[src/rtl/mem_bus_bridge_pkg.sv]
// Shared types and constants for the datapath-to-memory bridge.
package mem_bus_bridge_pkg;

    // Bridge FSM states; encoding is fixed so debug tooling can decode it.
    typedef enum logic [1:0] {
        ST_IDLE = 2'd0,
        ST_REQ  = 2'd1,
        ST_RESP = 2'd2,
        ST_ERR  = 2'd3
    } state_e;

    localparam int unsigned DEFAULT_TIMEOUT = 255;
    localparam logic [1:0]  WORD_ALIGN_MASK = 2'b11;

    // A byte address is usable only when it points at the start of a word.
    function automatic logic is_word_aligned(input logic [1:0] low_bits);
        return (low_bits & WORD_ALIGN_MASK) == 2'b00;
    endfunction

endpackage

[src/rtl/mem_bus_bridge.sv]
// Bridge between the multi-cycle datapath memory port and a variable-latency
// word-addressed memory with a req/ack handshake.
//
// Handshake: mem_req is held high (with mem_addr/mem_we/mem_wdata stable)
// until the memory returns a one-cycle mem_ack; mem_rdata is only looked at
// in that ack cycle. mem_ack seen outside a request is ignored. cpu_stall
// tells the control FSM to hold its state; the cycle in which cpu_stall is
// low after an access (RESP or ERR) is the completion cycle.
module mem_bus_bridge
    import mem_bus_bridge_pkg::*;
#(
    parameter int unsigned ADDR_W  = 32,
    parameter int unsigned DATA_W  = 32,
    parameter int unsigned TIMEOUT = DEFAULT_TIMEOUT
) (
    input  logic              clk,
    input  logic              in_reset,
    input  logic [ADDR_W-1:0] cpu_addr,
    input  logic [DATA_W-1:0] cpu_wdata,
    input  logic              cpu_read,
    input  logic              cpu_write,
    output logic [DATA_W-1:0] cpu_rdata,
    output logic              cpu_stall,
    output logic              cpu_err,
    output logic              mem_req,
    output logic              mem_we,
    output logic [ADDR_W-3:0] mem_addr,
    output logic [DATA_W-1:0] mem_wdata,
    input  logic              mem_ack,
    input  logic [DATA_W-1:0] mem_rdata,
    output state_e            dbg_state
);

    // Counter limit as an 8-bit constant; TIMEOUT never exceeds 255.
    localparam logic [7:0] TIMEOUT_CNT = 8'(TIMEOUT);

    state_e            state_q, state_d;
    logic [7:0]        cnt_q, cnt_d;
    logic [7:0]        cnt_inc;
    logic [ADDR_W-3:0] addr_q, addr_d;
    logic [DATA_W-1:0] wdata_q, wdata_d;
    logic              we_q, we_d;
    logic [DATA_W-1:0] rdata_q, rdata_d;
    logic              stall;
    logic              any_req;
    logic              legal_req;

    assign cnt_inc   = cnt_q + 8'd1;
    assign any_req   = cpu_read | cpu_write;
    // Exactly one of read/write, on a word boundary.
    assign legal_req = (cpu_read ^ cpu_write) && is_word_aligned(cpu_addr[1:0]);

    // Next-state, capture and stall decode.
    always_comb begin
        state_d = state_q;
        cnt_d   = cnt_q;
        addr_d  = addr_q;
        wdata_d = wdata_q;
        we_d    = we_q;
        rdata_d = rdata_q;
        stall   = 1'b0;
        case (state_q)
            ST_IDLE: begin
                // While reset is held nothing is accepted, so stall stays low.
                if (in_reset && any_req) begin
                    stall = 1'b1;
                    if (legal_req) begin
                        state_d = ST_REQ;
                        addr_d  = cpu_addr[ADDR_W-1:2];
                        wdata_d = cpu_wdata;
                        we_d    = cpu_write;
                        cnt_d   = 8'd0;
                    end else begin
                        state_d = ST_ERR;
                    end
                end
            end
            ST_REQ: begin
                stall = 1'b1;
                cnt_d = cnt_inc;
                // An ack in the final allowed cycle still completes normally.
                if (mem_ack) begin
                    state_d = ST_RESP;
                    if (!we_q) begin
                        rdata_d = mem_rdata;
                    end
                end else if (cnt_inc == TIMEOUT_CNT) begin
                    state_d = ST_ERR;
                end
            end
            ST_RESP: state_d = ST_IDLE;
            ST_ERR:  state_d = ST_IDLE;
            default: state_d = ST_IDLE;
        endcase
    end

    // State and datapath registers; reset abandons any in-flight access.
    always_ff @(posedge clk or negedge in_reset) begin
        if (!in_reset) begin
            state_q <= ST_IDLE;
            cnt_q   <= 8'd0;
            addr_q  <= '0;
            wdata_q <= '0;
            we_q    <= 1'b0;
            rdata_q <= '0;
        end else begin
            state_q <= state_d;
            cnt_q   <= cnt_d;
            addr_q  <= addr_d;
            wdata_q <= wdata_d;
            we_q    <= we_d;
            rdata_q <= rdata_d;
        end
    end

    // Memory-side and CPU-side outputs decoded from the registered state so
    // they fall as soon as reset asserts.
    assign mem_req   = (state_q == ST_REQ);
    assign mem_we    = (state_q == ST_REQ) && we_q;
    assign mem_addr  = addr_q;
    assign mem_wdata = wdata_q;
    assign cpu_err   = (state_q == ST_ERR);
    assign cpu_stall = stall;
    assign cpu_rdata = rdata_q;
    assign dbg_state = state_q;

endmodule

[config.mk]
export PLATFORM = sky130hd
export DESIGN_NAME = mem_bus_bridge
export DESIGN_NICKNAME = d
export VERILOG_FILES = /design/src/rtl/mem_bus_bridge_pkg.sv /design/src/rtl/mem_bus_bridge.sv
export SDC_FILE = /design/constraint.sdc
export NUM_CORES = 1
export LEC_CHECK = 0
export CAP_MARGIN = 20
export CORE_ASPECT_RATIO = 1.75
export CORE_MARGIN = 1
export CORE_UTILIZATION = 35
export CTS_BUF_LIST = sky130_fd_sc_hd__clkbuf_16
export CTS_CLUSTER_SIZE = 12
export DETAILED_ROUTE_END_ITERATION = 12
export GPL_ROUTABILITY_DRIVEN = 0
export GPL_TIMING_DRIVEN = 0
export MAX_ROUTING_LAYER = met4
export PLACE_DENSITY = 0.71
export SYNTH_ARGS = -nofsm -noshare
export SYNTH_HDL_FRONTEND = slang
export SYNTH_SLANG_ARGS = --single-unit
[constraint.sdc]
create_clock -name clk -period 4.7 [get_ports clk]
set_input_delay 0.94 -clock clk [delete_from_list [all_inputs] [get_ports clk]]
set_output_delay 0.94 -clock clk [all_outputs]
set_load 0.02 [all_outputs]
Yosys cells after proc, flatten, opt, wreduce, memory -nomap -nowiden
Index checks and enable logic that the tools add are counted.
Word-level totals
  flip-flop bits (word level): 105
  output and inout port bits: 100
  word-level logic and storage cells: 38
  input port bits: 101
Operators by class
  eq/ne operators: 7
  multiplexer cells: 10
  reductions and logical operators: 11
  bitwise logic cells: 3
  add/sub/neg operators: 1
Operators with widths (number)
  two-way mux 8 bit: 2
  one-hot mux 8 bit (2 select lines): 1
  AND reduction 3 bit: 3
  adder 8 x 1 -> 8 bit, second input constant: 1
  == test 8 bit, second input constant: 1
  two-way mux 2 bit: 4
  one-hot mux 2 bit (3 select lines): 1
  == test 2 bit, second input constant: 2
  zero test 2 bit: 2
  != test 2 bit, second input constant: 2
  logical AND 1 bit: 3
  != test 3 x 1 -> 1 bit, second input constant: 1
  == test 2 x 1 -> 1 bit, second input constant: 1
  one-hot mux 1 bit (2 select lines): 1
  AND reduction 2 bit: 1
  nonzero test 2 bit: 1
  OR reduction 2 bit: 1
  two-way mux 1 bit: 1
  inverter 1 bit: 1
  OR 1 bit: 1
  bitwise XOR 1 bit: 1

Depth between registers and ports, before layout
Gate-level depths: netlist of the first run.
  word-level depth: 5
  mapped depth: 7
  depth with buffers taken out: 6

Worst setup path before layout of the first run
No wires, ideal clock.
  kind: input-to-output
  from: input port cpu_read
  to: output port cpu_stall
  path buffers: 0
  slack: 2.025 ns
  cell stages on the path: 4
  data arrival time: 1.735 ns
  required time: 3.760 ns
  path through: inv_1 ha_1 nand2b_1 a21oi_1
Between the ends
  cells in the longest elaborated chain, start to end: 4
RTL lines
  from (decl): line mem_bus_bridge.sv:20  | input logic cpu_read,
  OR 1 bit: line mem_bus_bridge.sv:49  | assign any_req = cpu_read | cpu_write;
  logical AND 1 bit: line mem_bus_bridge.sv:65  | if (in_reset && any_req) begin
  two-way mux 1 bit: line mem_bus_bridge.sv:65
  one-hot mux 1 bit (2 select lines): line mem_bus_bridge.sv:62  | case (state_q)
  to (decl): line mem_bus_bridge.sv:23  | output logic cpu_stall,
Every way passes these cells.

Worst setup path after layout of the first run
  from: input port in_reset
  to: output port cpu_stall
Between the ends
  cells in the longest elaborated chain, start to end: 3
RTL lines
  from (decl): line mem_bus_bridge.sv:17  | input logic in_reset,
  logical AND 1 bit: line mem_bus_bridge.sv:65
  two-way mux 1 bit: line mem_bus_bridge.sv:65
  one-hot mux 1 bit (2 select lines): line mem_bus_bridge.sv:62
Every way passes these cells.

==> flow_summary.json, run 1 <==
{
  "status": "finished clean",
  "period_share_pct": 79.7,
  "ir_drop_v": 0.000263,
  "cts_sinks": 105,
  "post_drt_wl_per_cell_um": 16.9,
  "syn_nets": 382,
  "cts_resized": 0,
  "grt_max_degree": 72,
  "pwr-share-clk_pct": 15.9,
  "port_buffers": 200,
  "postSynthAreaPerCell_sq_um": 16.0,
  "postRouteAntennaNets": 0,
  "p_seq_share_pct": 35.3,
  "grt_pass1_vias": 3210,
  "ys_ff_latch": 105,
  "fin_skew_ns": 0.00654,
  "hold_violations": 0,
  "yosysUniqueCellTypes": 28,
  "placed_area_sq_um": 6690,
  "p_leak_nw": 3.15,
  "cts.clk_slew.worst_paths_ns": 0.07,
  "grt_use_total_pct": 17.3,
  "ios": 201,
  "fp.dieArea_sq_um": 13200,
  "cts_made_buffers": 9,
  "crit_path_max_fanout": 71,
  "final_common_cell": "clkdlybuf4s50_1",
  "swShare_pct": 34.6,
  "vias_per_cell": 4.67,
  "post_route_cells_drive_above_1_share_pct": 25.3,
  "grt_pass1_wl_um": 16700,
  "finalPower_w": 0.00447,
  "antennaDiodeCount": 0,
  "yosysWarnings": 0,
  "synth.cell_area_sq_um": 4450,
  "comb_power_share_pct": 48.8,
  "nets": 594,
  "max-clock-path-buffers": 2,
  "hold_buffers": 0,
  "die_w_um": 87.3,
  "drt_iter0_drc": 83,
  "switchingPower_w": 0.00155,
  "dp_hpwl_um": 8600,
  "pre_cts_slack_ns": 0.923,
  "cp.required_ns": 3.76,
  "finalCoreUtilization_pct": 56.1,
  "clockRootBuffer": "clkbuf_16",
  "antenna_found_initial": 0,
  "intPower_w": 0.00292,
  "powerDensity_nw_per_um2": 641,
  "core_sq_um": 12400,
  "fp-row-count": 54,
  "dieHeight_um": 151,
  "maxCapViolations": 0,
  "tightest_slew_ns": 0.647,
  "placed_cells": 647,
  "cp_data_arrival_time_ns": 2.81,
  "worstSetupPathType": "in -> out",
  "fin_crit_ns": 3.75,
  "setup_violations": 0,
  "syn_inst": 278,
  "start_util_pct": 35.8,
  "drc": 0,
  "ys_seq_area_share_pct": 59.0,
  "end_kind": "output pin",
  "fmax_mhz": 267,
  "postCtsSetupBuffers": 0,
  "h-tree-depth": 3,
  "cts_tree": "yes",
  "worst_slack_ns": 0.952,
  "grt-ovfl-total": 0,
  "syn_to_final_growth_pct": 56.5,
  "design_area_sq_um": 6970,
  "worstSkewPairLatency_ns": 0.34,
  "rsz0062_at_grt": "no",
  "finalNonFillerCells": 663,
  "first_pass_iters": 4,
  "critPathLaunchType": "primary input",
  "hold_class": "reg -> reg",
  "drv_slew": 0,
  "most-common-layout-cells": "199 x clkdlybuf4s50_1, 105 x dfrtp_1, 58 x mux2_4, 37 x mux2_2, 14 x o21ai_0",
  "drt-total-wl_um": 11200,
  "slew_headroom_pct": 56.6,
  "vias": 3096
}
-- worst max-delay path, stage by stage --
cell and delay [ns]:
buf_4 0.41, buf_16 0.35, nand2b_1 0.15, a21oi_1 0.24
clkdlybuf4s50_1 0.65
-- per-stage QoR --
stage,setup TNS (ns),hold WS [ns]
floorplan,0,0.482
global placement,-253.80,0.488
detailed placement,0,0.493
CTS,0,0.510
global route,0,0.523
finish,0,0.505
-- final timing paths --
kind / slack, ns / from / endpoint / cells after the start
max: 0.95 / in_reset / cpu_stall / 5
min: 0.51 / cpu_rdata[29] / cpu_rdata[29] / 1
max reg2reg: 2.80 / dbg_state[1] / cpu_rdata[24] / 4
min reg2reg: 0.51 / cpu_rdata[29] / cpu_rdata[29] / 1
max in group asynchronous: 3.42 / in_reset / cnt_q[6] / 2
min in group asynchronous: 0.56 / in_reset / mem_wdata[13] / 1
-- power by group through the flow --
| stage | registers, W | clock network (W) | logic [W] |
|---|---|---|---|
| 2_1_floorplan | 0.00206 | 0 | 0.000624 |
| 3_3_place_gp | 0.00156 | 0 | 0.00217 |
| 3_5_place_dp | 0.00159 | 0 | 0.00220 |
| 4_1_cts | 0.00158 | 0.000735 | 0.00221 |
| 5_1_grt | 0.00163 | 0.000774 | 0.00230 |
| 6_report | 0.00158 | 0.000712 | 0.00218 |
-- Yosys cell counts --
| cell | number | share of area, % |
|---|---|---|
| inv_1 | 6 | 0.51 |
| and2_1 | 3 | 0.42 |
| mux2_4 | 58 | 20 |
| nor3b_2 | 2 | 0.56 |
| nand2b_2 | 1 | 0.20 |
| xnor2_1 | 1 | 0.20 |
| a211oi_1 | 1 | 0.17 |
| ha_1 | 3 | 0.84 |
| nand2_1 | 5 | 0.42 |
| o31ai_1 | 3 | 0.51 |
| nand4_1 | 3 | 0.42 |
| and4_1 | 1 | 0.20 |
| o21ai_0 | 14 | 1.6 |
| buf_6 | 9 | 2.3 |
| nand3_1 | 1 | 0.11 |
| nand2_4 | 1 | 0.25 |
| nand2b_1 | 4 | 0.56 |
| clkbuf_1 | 2 | 0.17 |
| nor4b_1 | 1 | 0.20 |
| nor2_1 | 4 | 0.34 |
| or3_1 | 1 | 0.14 |
| and4b_1 | 1 | 0.22 |
| nor4b_4 | 1 | 0.53 |
| a21oi_1 | 4 | 0.45 |
| a31oi_1 | 4 | 0.56 |
| mux2_2 | 37 | 9.4 |
| dfrtp_1 | 105 | 59 |
| and3_1 | 2 | 0.28 |
-- per-layer routing --
| metal | vias up | global-route usage (%) | share of wire (%) |
|---|---|---|---|
| met2 | 116 | 31.1 | 58 |
| li1 | 1409 | - | - |
| met5 | - | - | 0 |
| met3 | 13 | 3.11 | 5.0 |
| met1 | 1558 | 18.7 | 36 |
| met4 | 0 | 6.39 | 1.7 |
-- registers in the layout (all words and copies together), names as in the netlist --
| signal | flops |
|---|---|
| cpu_rdata | 32 |
| mem_wdata | 32 |
| mem_addr | 30 |
| cnt_q | 8 |
| dbg_state | 2 |
| we_q | 1 |
-- cells by family (layout without fill, tap and decap cells) --
logic type / count (synthesis) / in the layout / synth area share (%)
buffers and inverters: 17 / 234 / 2.95
multiplexers: 95 / 95 / 28.9
AO/OA/AOI/OAI: 26 / 26 / 3.26
adder cells (fa/ha/maj): 3 / 3 / 0.843
flip-flops: 105 / 105 / 59.0
AND/OR/NAND/NOR: 31 / 31 / 4.86
XOR/XNOR: 1 / 1 / 0.197
-- area by class of cell --
class,count,area [sq um]
buffer,11,109
clock buffer,9,225
clock inverter,7,55.1
fill,1051,5460
inverter,6,22.5
multi-input combinational,156,1700
sequential,105,2630
tap,168,210
timing repair buffer,201,2030
No activity file was read; power rests on OpenSTA's default activity.
==> inputs of run 2 (changes only) <==
--- a/config.mk
+++ b/config.mk
@@ -15,7 +15,7 @@
 export GPL_ROUTABILITY_DRIVEN = 0
 export GPL_TIMING_DRIVEN = 0
 export MAX_ROUTING_LAYER = met4
-export PLACE_DENSITY = 0.71
+export PLACE_DENSITY = 0.74
 export SYNTH_ARGS = -nofsm -noshare
 export SYNTH_HDL_FRONTEND = slang
 export SYNTH_SLANG_ARGS = --single-unit
==> constraint.sdc (replaced) <==
create_clock -name clk -period 3.4 [get_ports clk]
set_input_delay 0.68 -clock clk [delete_from_list [all_inputs] [get_ports clk]]
set_output_delay 0.68 -clock clk [all_outputs]
set_load 0.02 [all_outputs]
==> flow_summary.json, run 2 (synthesis gave the netlist of run 1 again) <==
{
  "placed_cells": 647,
  "ios": 201,
  "fin_crit_ns": 3.14,
  "clockRootBuffer": "clkbuf_16",
  "fillers": 1047,
  "dieHeight_um": 151,
  "use_met3_pct": 3.81,
  "drv_slew": 0,
  "multi_input_area_sq_um": 1700,
  "grt_max_degree": 68,
  "hold_violations": 0,
  "postCtsSetupBuffers": 0,
  "critPathLaunchType": "primary input",
  "fin_skew_ns": 0.00824,
  "postRouteAntennaNets": 0,
  "drc": 0,
  "core_sq_um": 12400,
  "most-common-layout-cells": "199 x clkdlybuf4s50_1, 105 x dfrtp_1, 58 x mux2_4, 37 x mux2_2, 14 x o21ai_0",
  "grt-ovfl-total": 0,
  "placed_area_sq_um": 6690,
  "cts_tree": "yes",
  "r2r_slack_ns": 1.55,
  "use_met2_pct": 30.0,
  "grt_pass1_vias": 3255,
  "cts_made_buffers": 9,
  "die_w_um": 87.3,
  "drt_iter0_drc": 91,
  "cts.clk_slew.worst_paths_ns": 0.07,
  "worstSetupPathType": "in -> out",
  "busiest_layer": "met2",
  "cp.required_ns": 2.72,
  "start_util_pct": 35.8,
  "hold_slack_ns": 0.238,
  "fmax_mhz": 319,
  "finalCoreUtilization_pct": 56.5,
  "fp-row-count": 54,
  "grtUsageMet1_pct": 17.2,
  "post_drt_wl_per_cell_um": 16.3,
  "p_leak_nw": 3.17,
  "max-clock-path-buffers": 2,
  "vias_per_cell": 4.58,
  "r2r_start": "dbg_state[1]",
  "final_common_cell": "clkdlybuf4s50_1",
  "ir_drop_v": 0.000392,
  "vias": 3036,
  "grt_use_total_pct": 16.9,
  "seqCellArea_sq_um": 2630,
  "cts_sinks": 105,
  "cp_data_arrival_time_ns": 2.46,
  "crit_path_max_fanout": 3,
  "r2r_end": "cpu_rdata[4]",
  "grt_pass1_wl_um": 16400,
  "reg2regPathDepth": 4,
  "post_route_cells_drive_above_1_share_pct": 25.7,
  "h-tree-depth": 3,
  "maxCapViolations": 0,
  "syn_to_final_growth_pct": 57.6,
  "fp.dieArea_sq_um": 13200,
  "drt-total-wl_um": 10800,
  "antennaDiodeCount": 0,
  "period_share_pct": 92.2,
  "powerDensity_nw_per_um2": 898,
  "design_area_sq_um": 7020,
  "nets": 594,
  "port_buffers": 200,
  "setup_violations": 0,
  "worstSkewPairLatency_ns": 0.34,
  "finalNonFillerCells": 663,
  "end_kind": "output pin",
  "rsz0062_at_grt": "no",
  "tightest_slew_ns": 0.668,
  "dp_hpwl_um": 8300,
  "hold_class": "in -> async",
  "slew_headroom_pct": 55.2,
  "antenna_found_initial": 0,
  "status": "finished clean",
  "first_pass_iters": 4
}
## run 2: changes by cell type in the layout (fill, tap and decap cells not counted), sizes merged
cell / change
clkinv: -2
bufinv: +2
## run 2: final cells by class
class                      instances  share of cell area [%]
inverter                           6                   0.321
tap                              168                    2.99
timing repair buffer             201                    28.9
sequential                       105                    37.4
buffer                            11                    1.55
multi-input combinational        156                    24.2
clock buffer                       9                    3.21
clock inverter                     7                    1.41
## run 2: metrics by stage
stage | power, W | TNS (ns) | setup WS, ns
floorplan | 0.00371 | 0 | 1.25
global placement | 0.00515 | -427.13 | -3.26
detailed placement | 0.00523 | 0 | 0.111
CTS | 0.00638 | 0 | 0.104
global route | 0.00663 | 0 | 0.0853
finish | 0.00630 | 0 | 0.265
## run 2: report_power, final
part | leakage, nW | internal (W) | switching, W
sequential | 1.30 | 0.00183 | 0.000343
combinational | 1.72 | 0.00171 | 0.00130
clock | 0.157 | 0.000652 | 0.000470
total | 3.17 | 0.00419 | 0.00212
## run 2: worst max path at each step
stage          startpoint   endpoint  slack (ns)  cells after the start
4_1_cts          in_reset  cpu_stall        0.10                      5
6_report        cpu_write  cpu_stall        0.26                      6
3_3_place_gp     in_reset  cpu_stall       -3.26                      4
2_1_floorplan    cpu_read  cpu_stall        1.25                      4
5_1_grt          in_reset  cpu_stall        0.09                      5
3_5_place_dp     in_reset  cpu_stall        0.11                      5
## run 2: routing by layer
layer  wire (um)  up-vias
met5           0        -
met3         558       22
met1        3770     1500
met4         403        0
li1            -     1408
met2        6050      106
## run 2: worst max-delay path: stages
cell and delay [ns]:
clkdlybuf4s50_1 0.46, inv_1 0.06, ha_1 0.20, nand2b_1 0.18
a21oi_1 0.21, clkdlybuf4s50_1 0.67
## run 2: timing repair
item	in CTS	in global routing
endpoints found under the hold margin	0	0
hold buffers	0	0
gates resized for setup	0	1
endpoints found under the setup margin	0	1
